File: src/rtl/flash_read_arbiter.sv
// Two-requester, one-outstanding-read arbiter in front of the flash core's Avalon-MM read port.
// Define FLASH_ARB_RR_EN for round-robin arbitration; otherwise rq0 has fixed priority over rq1.
module flash_read_arbiter #(
    parameter int TIMEOUT_CYC = 1024
) (
    input  logic        CLOCK_50,
    input  logic        rst_n,
    input  logic        rq0_read,
    input  logic [22:0] rq0_address,
    output logic        rq0_waitrequest,
    output logic [31:0] rq0_readdata,
    output logic        rq0_readdatavalid,
    input  logic        rq1_read,
    input  logic [22:0] rq1_address,
    output logic        rq1_waitrequest,
    output logic [31:0] rq1_readdata,
    output logic        rq1_readdatavalid,
    output logic        flash_mem_read,
    output logic [22:0] flash_mem_address,
    input  logic        flash_mem_waitrequest,
    input  logic [31:0] flash_mem_readdata,
    input  logic        flash_mem_readdatavalid,
    output logic        owner,
    output logic        busy,
    output logic        timeout_err
);

    typedef enum logic [1:0] {IDLE, ISSUE, WAIT_DATA} state_t;

    localparam int CNT_W = (TIMEOUT_CYC > 2) ? $clog2(TIMEOUT_CYC) : 1;
    // Abandon on the cycle the counter would step to TIMEOUT_CYC-1, so the zero word
    // pulses TIMEOUT_CYC cycles after WAIT_DATA is entered.
    localparam logic [CNT_W-1:0] CNT_LAST = CNT_W'(TIMEOUT_CYC - 2);

    state_t             state_q, state_d;
    logic [CNT_W-1:0]   cnt_q, cnt_d;
    logic               read_q, read_d;
    logic [22:0]        addr_q, addr_d;
    logic               owner_q, owner_d;
    logic               busy_q, busy_d;
    logic               terr_q, terr_d;
    logic [31:0]        rdata0_q, rdata0_d, rdata1_q, rdata1_d;
    logic               rdv0_q, rdv0_d, rdv1_q, rdv1_d;
    logic               pick0, gnt0, gnt1;

`ifdef FLASH_ARB_RR_EN
    logic last_q, last_d;   // 1 = rq1 was granted last

    // On a contest rq0 wins only if rq1 had the previous grant.
    assign pick0  = (rq0_read && rq1_read) ? last_q : rq0_read;
    assign last_d = gnt1 ? 1'b1 : (gnt0 ? 1'b0 : last_q);

    always_ff @(posedge CLOCK_50 or negedge rst_n) begin
        if (!rst_n) last_q <= 1'b1;
        else        last_q <= last_d;
    end
`else
    assign pick0 = rq0_read;
`endif

    assign gnt0 = (state_q == IDLE) && pick0;
    assign gnt1 = (state_q == IDLE) && rq1_read && !pick0;

    assign rq0_waitrequest = !gnt0;
    assign rq1_waitrequest = !gnt1;

    always_comb begin
        // NOTE: every signal gets its default first, so no path through the case can infer a latch.
        state_d  = state_q;
        cnt_d    = cnt_q;
        read_d   = read_q;
        addr_d   = addr_q;
        owner_d  = owner_q;
        terr_d   = terr_q;
        rdata0_d = rdata0_q;
        rdata1_d = rdata1_q;
        rdv0_d   = 1'b0;
        rdv1_d   = 1'b0;

        case (state_q)
            IDLE: begin
                if (gnt0 || gnt1) begin
                    addr_d  = gnt0 ? rq0_address : rq1_address;
                    owner_d = gnt1;
                    read_d  = 1'b1;
                    state_d = ISSUE;
                end
            end
            ISSUE: begin
                if (!flash_mem_waitrequest) begin
                    read_d  = 1'b0;
                    cnt_d   = '0;
                    state_d = WAIT_DATA;
                end
            end
            WAIT_DATA: begin
                if (flash_mem_readdatavalid || cnt_q == CNT_LAST) begin
                    if (owner_q) begin
                        rdata1_d = flash_mem_readdatavalid ? flash_mem_readdata : 32'h0;
                        rdv1_d   = 1'b1;
                    end else begin
                        rdata0_d = flash_mem_readdatavalid ? flash_mem_readdata : 32'h0;
                        rdv0_d   = 1'b1;
                    end
                    if (!flash_mem_readdatavalid) terr_d = 1'b1;
                    state_d = IDLE;
                end else begin
                    cnt_d = cnt_q + CNT_W'(1);
                end
            end
            default: state_d = IDLE;
        endcase

        busy_d = (state_d != IDLE);
    end

    // NOTE: state is updated with non-blocking assignments so every flop samples pre-edge values.
    always_ff @(posedge CLOCK_50 or negedge rst_n) begin
        if (!rst_n) begin
            state_q  <= IDLE;
            cnt_q    <= '0;
            read_q   <= 1'b0;
            addr_q   <= '0;
            owner_q  <= 1'b1;
            busy_q   <= 1'b0;
            terr_q   <= 1'b0;
            rdata0_q <= '0;
            rdata1_q <= '0;
            rdv0_q   <= 1'b0;
            rdv1_q   <= 1'b0;
        end else begin
            state_q  <= state_d;
            cnt_q    <= cnt_d;
            read_q   <= read_d;
            addr_q   <= addr_d;
            owner_q  <= owner_d;
            busy_q   <= busy_d;
            terr_q   <= terr_d;
            rdata0_q <= rdata0_d;
            rdata1_q <= rdata1_d;
            rdv0_q   <= rdv0_d;
            rdv1_q   <= rdv1_d;
        end
    end

    assign flash_mem_read    = read_q;
    assign flash_mem_address = addr_q;
    assign owner             = owner_q;
    assign busy              = busy_q;
    assign timeout_err       = terr_q;
    assign rq0_readdata      = rdata0_q;
    assign rq1_readdata      = rdata1_q;
    assign rq0_readdatavalid = rdv0_q;
    assign rq1_readdatavalid = rdv1_q;

endmodule
File: config.mk
export PLATFORM = sky130hd
export DESIGN_NAME = flash_read_arbiter
export DESIGN_NICKNAME = d
export VERILOG_FILES = /design/src/rtl/flash_read_arbiter.sv
export SDC_FILE = /design/constraint.sdc
export NUM_CORES = 1
export LEC_CHECK = 0
export ABC_CLOCK_PERIOD_IN_PS = 1950
export BUFFER_PORTS_ARGS = -buffer_cell sky130_fd_sc_hd__buf_2
export CORE_MARGIN = 10
export CORE_UTILIZATION = 30
export DETAILED_ROUTE_END_ITERATION = 6
export PLACE_DENSITY = 0.65
export SLEW_MARGIN = 0
export SYNTH_ARGS = -nofsm -noshare
export SYNTH_HDL_FRONTEND = slang
export SYNTH_SLANG_ARGS = --single-unit
export TNS_END_PERCENT = 5
File: constraint.sdc
create_clock -name CLOCK_50 -period 1.95 [get_ports CLOCK_50]
set_clock_uncertainty 0.2 [all_clocks]
set_input_delay 0.195 -clock CLOCK_50 [delete_from_list [all_inputs] [get_ports CLOCK_50]]
set_output_delay 0.195 -clock CLOCK_50 [all_outputs]
set_load 0.005 [all_outputs]
# [After elaboration in Yosys (flattened, before gate mapping)]
# Cells that the tools add are included.
[word_totals] inputBits=84 output_inout_bits=95 register_bits=105
[op_classes] n_addsub=1 n_eq_ne=6 n_reduce_logical=18 bitwise_logic=2 n_mux=18
[op_table] op="two-way mux 32 bit" count=1
[op_table] op="two-way mux 23 bit" count=1
[op_table] op="two-way mux 10 bit" count=2
[op_table] op="one-hot mux 10 bit (2 select lines)" count=1
[op_table] op="AND reduction 3 bit" count=5
[op_table] op="adder 10 x 1 -> 10 bit (second input constant)" count=1
[op_table] op="equality test 10 bit (second input constant)" count=1
[op_table] op="two-way mux 1 bit" count=8
[op_table] op="two-way mux 2 bit" count=3
[op_table] op="one-hot mux 2 bit (3 select lines)" count=1
[op_table] op="nonzero test 2 bit" count=3
[op_table] op="inequality test 2 bit (second input constant)" count=2
[op_table] op="logical AND 1 bit" count=3
[op_table] op="logical NOT 1 bit" count=3
[op_table] op="equality test 2 x 1 -> 1 bit (second input constant)" count=1
[op_table] op="equality test 2 bit (second input constant)" count=1
[op_table] op="logical NOT 2 bit" count=1
[op_table] op="logical OR 1 bit" count=2
[op_table] op="inequality test 2 x 1 -> 1 bit (second input constant)" count=1
[op_table] op="inverter 1 bit" count=2
[op_table] op="one-hot mux 1 bit (2 select lines)" count=1
[op_table] op="AND reduction 2 bit" count=1

# [Depth between registers and ports, before layout]
# Gate-level depths: netlist of the first run.
[depth] word_depth=7 depth_mapped=7 mapped_depth_nobuf=6

# [Worst setup path after synthesis of the first run]
# No wires, ideal clock.
[synth_timing] path_type="register to register" from="reg cnt_q[0]" to="reg rdata0_q[0], in the netlist rq0_readdata[0]" arrival_ps=1480 setup_ps=122 path_stages_with_launch=8 t_required_ps=1628 synth_period_minus_slack_ps=1801 path_slack_ps=149 path_buffers=1 cell_sequence="dfrtp_1 > inv_1 > ha_1 > and3_1 > a31o_2 > nand2_2 > buf_2 > a32o_1"
[synth_between] elab_chain_len=3
[synth_rtl] element="start: declaration" line_no="36" text="logic [CNT_W-1:0] cnt_q, cnt_d;"
[synth_rtl] element="start signal: assignment" line_no="133" text="cnt_q <= cnt_d;"
[synth_rtl] element="equality test 10 bit" line_no="97" text="if (flash_mem_readdatavalid || cnt_q == CNT_LAST) begin"
[synth_rtl] element="logical OR 1 bit" line_no="97"
[synth_rtl] element="AND reduction 3 bit (no source line)"
[synth_rtl] element="end signal: assignment" line_no="139" text="rdata0_q <= rdata0_d;"
[synth_rtl] element="end: declaration" line_no="42" text="logic [31:0] rdata0_q, rdata0_d, rdata1_q, rdata1_d;"
# No other way between the ends.
# A chain may end at the register's enable or synchronous reset.

# [Final worst setup path of the first run]
[layout_timing] from="reg cnt_q[1]" to="reg rdata0_q[4], in the netlist rq0_readdata[4]"
# Same word-level chain as after synthesis.

==> results_dict.tcl, run 1 <==
set metrics [dict create \
    syn_inst 335 \
    synth_nets 421 \
    ys_seq_area_frac 0.617 \
    synth.top_cell.area_share 0.611 \
    maxSlewViolCount 0 \
    finalSetupViolCount 0 \
    worstHoldStart "flash_mem_readdatavalid" \
    max_slew_margin 0.565 \
    worst_pin_slew_ps 653 \
    cts_tree "done" \
    rr_endpoint "rq0_readdata[4]" \
    drtIter0Drc 188 \
    power_leakage_nw 3.27 \
    viasPerCell 5.04 \
    ioPinCount 179 \
    dieArea_um2 19400 \
    start_kind "flop" \
    critical_path_class "flop to flop" \
    dp_slack_ps 73.9 \
    ir_drop_mv 0.661 \
    dp_hpwl_mm 9.52 \
    netlist_area_um2 4260 \
    worst_slack_ps 83.3 \
    core_um2 13900 \
    multiInputGateArea_um2 1520 \
    clockBufferDepth 2 \
    cts-buffers-inserted 9 \
    grt_overflow 0 \
    drt_wl_total_mm 14.4 \
    grt_pass1_wl_mm 22.5 \
    nFillCells 1275 \
    grt_max_degree 63 \
    min_to "rq1_readdata[0]" \
    total_power_mw 8.52 \
    worstHoldPathCells 2 \
    fin_crit_sh 0.957 \
    clock_latency_ps 350 \
    critical_path_arrival_ps 1940 \
    maxCapViolCount 0 \
    synth_area_leaders "dfrtp_1, a32o_1, mux2i_1, o21ai_0, nand2_1" \
    grt_use_total 0.142 \
    cts_setup_buffers 0 \
    area_growth_syn_to_layout_pct 54.3 \
    ys_warn_count 0 \
    synth_area_per_cell_um2 12.7 \
    cts-root-buf "clkbuf_16" \
    ys_types 35 \
    layout.nets 681 \
    rows 43 \
    yosys.area.top_type "dfrtp_1" \
    rsz0062_at_grt "false" \
    fmax_mhz 536 \
    die_w_um 139 \
    num_vias 3945 \
    portBuffers 178 \
    rr_worst_depth 6 \
    regToRegSetupSlack_ps 80 \
    ys_ff_latch 105 \
    firstDrtPassIters 4 \
    htreeDepth 3 \
    grt_pass1_vias 4199 \
    power.density_nw_per_um2 1300 \
    place_congestion 0.832 \
    antenna_found_initial 3 \
    r2r_start "cnt_q[1]" \
    clk_pin_slew_worst_paths_ps 60 \
    end_kind "flop" \
    cts.sinks 105 \
    layout_min_cycle_time_ps 1870 \
    chipHeight_um 139 \
    crit_required_ps 2030 \
    final_antenna_net_count 0 \
    seqCellArea_um2 2630 \
    min_path_type "primary input to flop" \
    drc 0 \
    initial_utilization 0.307 \
    drive_above_1_share 0.367 \
    status "completed" \
    finalHoldViolCount 0 \
    critPathMaxFanout 32 \
    tns_ps 0 \
    routedWlPerCell_um 18.4 \
]
==> per-stage QoR <==
step | std cells | instance area [µm²] | util | hold WS, ps
after floorplan | 335 | 4260 | - | -301
after global placement | 681 | 5450 | 0.393 | 0.883
after detailed placement | 681 | 5450 | 0.393 | 9.08
after CTS | 779 | 6560 | 0.473 | 15.2
after global routing | 782 | 6570 | 0.474 | 40.5
final | 782 | 6570 | 0.474 | 25.2
==> what timing repair did <==
item | in CTS | in global routing
gates resized for setup | 1 | 3
hold buffers | 83 | 0
cloned | 0 | 0
setup endpoints to repair | 1 | 64
hold endpoints to repair | 124 | 0
==> flip-flops by register name (all words and copies together), names as in the netlist <==
register and flops:
rq1_readdatavalid 1, state_q 2, rq0_readdata 32, busy 1, cnt_q 10, rq0_readdatavalid 1
timeout_err 1, rq1_readdata 32, flash_mem_read 1, owner 1, flash_mem_address 23
==> final cells by class <==
class                   count  share of cell area
flip-flops and latches    105               0.400
repair buffers            275               0.289
multi-input cells         199               0.231
clock buffers              13              0.0396
well taps                 180              0.0343
inverters                   5             0.00285
clock inverters             2             0.00209
diodes                      3             0.00114
==> how the worst max path moves through the flow <==
stage	startpoint	endpoint	cells after the start
after floorplan	cnt_q[0]	rq0_readdata[0]	7
after global placement	cnt_q[0]	rq1_readdata[5]	7
after detailed placement	cnt_q[1]	rq1_readdata[13]	6
after CTS	state_q[0]	rq0_waitrequest	5
after global routing	cnt_q[1]	rq0_readdata[2]	6
final	cnt_q[1]	rq0_readdata[4]	6
==> worst max-delay path: stages (launching register included) <==
cell     delay, ps
dfrtp_1        430
ha_1           210
and3_2         220
a31o_2         260
nand2_2        100
buf_12         190
a32o_1         150
==> cell usage after synthesis <==
master,count
and4bb_2,1
a21oi_1,3
clkbuf_1,15
a22oi_1,1
a41oi_1,1
nand2_2,2
a31oi_1,1
a31o_2,4
xnor2_1,1
mux2i_1,25
dfstp_2,1
nor2_1,10
nand2b_1,2
nand3b_1,1
o21ai_0,26
and4_1,1
buf_4,2
nand2_1,34
ha_1,2
o211ai_1,1
xor2_1,2
or2_2,1
a2111oi_4,1
inv_1,5
dfrtp_1,104
nor3_1,1
or3b_1,1
buf_2,9
and3_1,1
nand4_1,4
a211oi_1,1
nand3_1,4
a32o_1,64
o31ai_1,1
and2_1,2
==> layout by cell type (no fill, tap or decap), drive strengths merged, types with 2 or more instances in the layout <==
cell type and n:
a31o 4, ha 2, nand2b 2, a32o 64, dfrtp 104, nor2 10, mux2i 25, xor2 2
buf 192, inv 5, o21ai 26, nand3 4, clkinv 2, a21oi 3, and2 2, clkbuf 13
dlygate4sd3 83, nand2 36, diode 3, nand4 4
==> routing by layer <==
layer  GRT usage  part of all wire  up-vias
met5           0                 0        -
met4      0.0643             0.032        0
li1            -                 -     1812
met2       0.259              0.54      132
met3      0.0452             0.056       25
met1       0.146              0.37     1976
==> logic make-up (layout without fill, tap and decap cells) <==
| kind of cell | Yosys count | count (layout) | share of synthesized area |
|---|---|---|---|
| other | 0 | 3 | 0 |
| muxes | 25 | 25 | 0.0587 |
| adders and majority gates | 2 | 2 | 0.00587 |
| DFF | 105 | 105 | 0.617 |
| AOI/OAI and AO/OA | 104 | 104 | 0.210 |
| xor gates and xnor gates | 3 | 3 | 0.00617 |
| and+or+nand+nor | 65 | 65 | 0.0711 |
| buffers and inverters | 31 | 295 | 0.0317 |
==> power by group <==
group / switching, mW / leakage, nW / internal, mW
Clock: 0.756 / 0.136 / 0.930
Sequential: 0.508 / 1.33 / 3.11
Combinational: 1.56 / 1.80 / 1.66
Total: 2.82 / 3.27 / 5.70
Power figures use the tool's default switching activity.
==> inputs of run 2 (changes only) <==
--- a/config.mk
+++ b/config.mk
@@ -8,9 +8,9 @@
 export ABC_CLOCK_PERIOD_IN_PS = 1950
 export BUFFER_PORTS_ARGS = -buffer_cell sky130_fd_sc_hd__buf_2
 export CORE_MARGIN = 10
-export CORE_UTILIZATION = 30
+export CORE_UTILIZATION = 40
 export DETAILED_ROUTE_END_ITERATION = 6
-export PLACE_DENSITY = 0.65
+export PLACE_DENSITY = 0.8
 export SLEW_MARGIN = 0
 export SYNTH_ARGS = -nofsm -noshare
 export SYNTH_HDL_FRONTEND = slang
==> results_dict.tcl, run 2 (synthesis results as in run 1) <==
set metrics [dict create \
    maxSlewViolCount 0 \
    drt_wl_total_mm 14.2 \
    nFillCells 795 \
    rr_worst_depth 7 \
    worst_pin_slew_ps 649 \
    rows 37 \
    portBuffers 178 \
    seqCellArea_um2 2630 \
    clk_pin_slew_worst_paths_ps 110 \
    min_path_type "primary input to async pin" \
    chipHeight_um 123 \
    viasPerCell 5.37 \
    start_kind "flop" \
    dp_hpwl_mm 9.22 \
    critical_path_class "flop to flop" \
    htreeDepth 3 \
    dp_slack_ps 103 \
    routedWlPerCell_um 19.2 \
    cts_tree "done" \
    drtIter0Drc 302 \
    cts.sinks 105 \
    ioPinCount 179 \
    layout_min_cycle_time_ps 1880 \
    grt_pass1_wl_mm 21.7 \
    clockBufferDepth 2 \
    rr_endpoint "cnt_q[9]" \
    mostFrequentLayoutCells "buf_2, dfrtp_1, dlygate4sd3_1" \
    slowest_stage "a2111oi_4" \
    die_w_um 123 \
    worst_slack_ps 67.5 \
    cp-startpoint "cnt_q[0]" \
    path_cells "inv_1 > ha_2 > and3_4 > buf_4 > a2111oi_4 > a31o_2 > a21oi_1" \
    final_common_cell "buf_2" \
    regToRegSetupSlack_ps 70 \
    crit_required_ps 2010 \
    cts-buffers-inserted 9 \
    total_power_mw 8.25 \
    antenna_found_initial 4 \
    firstDrtPassIters 4 \
    sequentialPowerShare 0.441 \
    cts-root-buf "clkbuf_8" \
    initial_utilization 0.411 \
    drive_above_1_share 0.377 \
    power_leakage_nw 3.22 \
    end_kind "flop" \
    max_slew_margin 0.567 \
    critical_path_arrival_ps 1940 \
    power.internal_mw 5.37 \
    finalSetupViolCount 0 \
    num_vias 3976 \
    swShare 0.349 \
    grt_max_degree 66 \
    slowest_delay_ps 410 \
    dieArea_um2 15200 \
    ir_drop_mv 0.606 \
    fin_crit_sh 0.965 \
    critPathMaxFanout 3 \
    hold_ws_ps 63.5 \
    final_antenna_net_count 0 \
    clock_latency_ps 370 \
    layout.nets 681 \
    finalHoldViolCount 0 \
    grt_use_total 0.182 \
    multiInputGateArea_um2 1520 \
    grt_overflow 0 \
    power.density_nw_per_um2 1280 \
    drc 0 \
    dp.cells 637 \
    pwr-share-comb 0.393 \
    maxCapViolCount 0 \
    r2r_start "cnt_q[0]" \
    area_growth_syn_to_layout_pct 51.1 \
    status "completed" \
    core_um2 10400 \
    p_sw_mw 2.88 \
    fmax_mhz 531 \
    place_congestion 0.766 \
    stdcell_count 740 \
    pwr-share-clk 0.166 \
    grt_pass1_vias 4185 \
]
[run 2: cell types whose count changed in the layout (fill, tap and decap cells not counted), moves of 2 or more]
cell	before	now
buf_4	9	11
diode_2	3	5
clkbuf_1	2	0
clkbuf_8	2	9
clkbuf_16	9	0
dfrtp_2	0	2
dfrtp_1	104	102
clkinvlp_4	0	2
[run 2: critical path, delay by kind of cell (launching register included)]
family          cells  cell delay, ps
fa+ha+maj           1             190
flops               1             360
simple gates        1             150
buf+inv             2             190
compound gates      3             680
[run 2: layout make-up]
class	count	share of cell area
timing repair buffer	275	0.292
antenna	5	0.00194
sequential	105	0.409
inverter	5	0.00292
tap	136	0.0264
clock inverter	6	0.0122
multi-input combinational	199	0.236
clock buffer	9	0.0192
[run 2: timing repair]
item / in CTS / in global routing
setup endpoints to repair: 1 / 3
resized for setup: 3 / 4
pin swaps: 0 / 4
hold endpoints to repair: 193 / 0
cloned: 0 / 0
hold buffers: 82 / 0
setup buffers: 0 / 1
[run 2: layer usage]
metal	wire length [µm]	GRT usage
met4	675	0.121
met5	0	0
met2	7640	0.320
met1	4960	0.188
met3	942	0.0456
[run 2: power by group through the flow]
| stage | registers (mW) | logic [mW] | clock network, mW |
|---|---|---|---|
| 3_3_place_gp | 3.60 | 2.94 | 0 |
| 3_5_place_dp | 3.64 | 3.06 | 0 |
| 4_1_cts | 3.61 | 3.22 | 1.43 |
| 5_1_grt | 3.74 | 3.52 | 1.49 |
| 2_1_floorplan | 3.70 | 1.39 | 0 |
| 6_report | 3.64 | 3.24 | 1.37 |
[run 2: how the worst max path moves through the flow]
stage	end	slack, ps	depth (start not counted)
after floorplan	rq0_readdata[0]	150	7
after global placement	cnt_q[9]	170	7
after detailed placement	cnt_q[9]	100	7
after CTS	rq0_waitrequest	8	4
after global routing	cnt_q[9]	-6	7
final	cnt_q[9]	70	7
[run 2: stage by stage]
stage	TNS, ps	instance area (µm²)	utilization
5_1_grt	-6.22	6430	0.621
3_5_place_dp	0	5370	0.518
3_3_place_gp	0	5370	0.518
4_1_cts	0	6410	0.618
2_1_floorplan	0	4260	-
6_report	0	6440	0.621
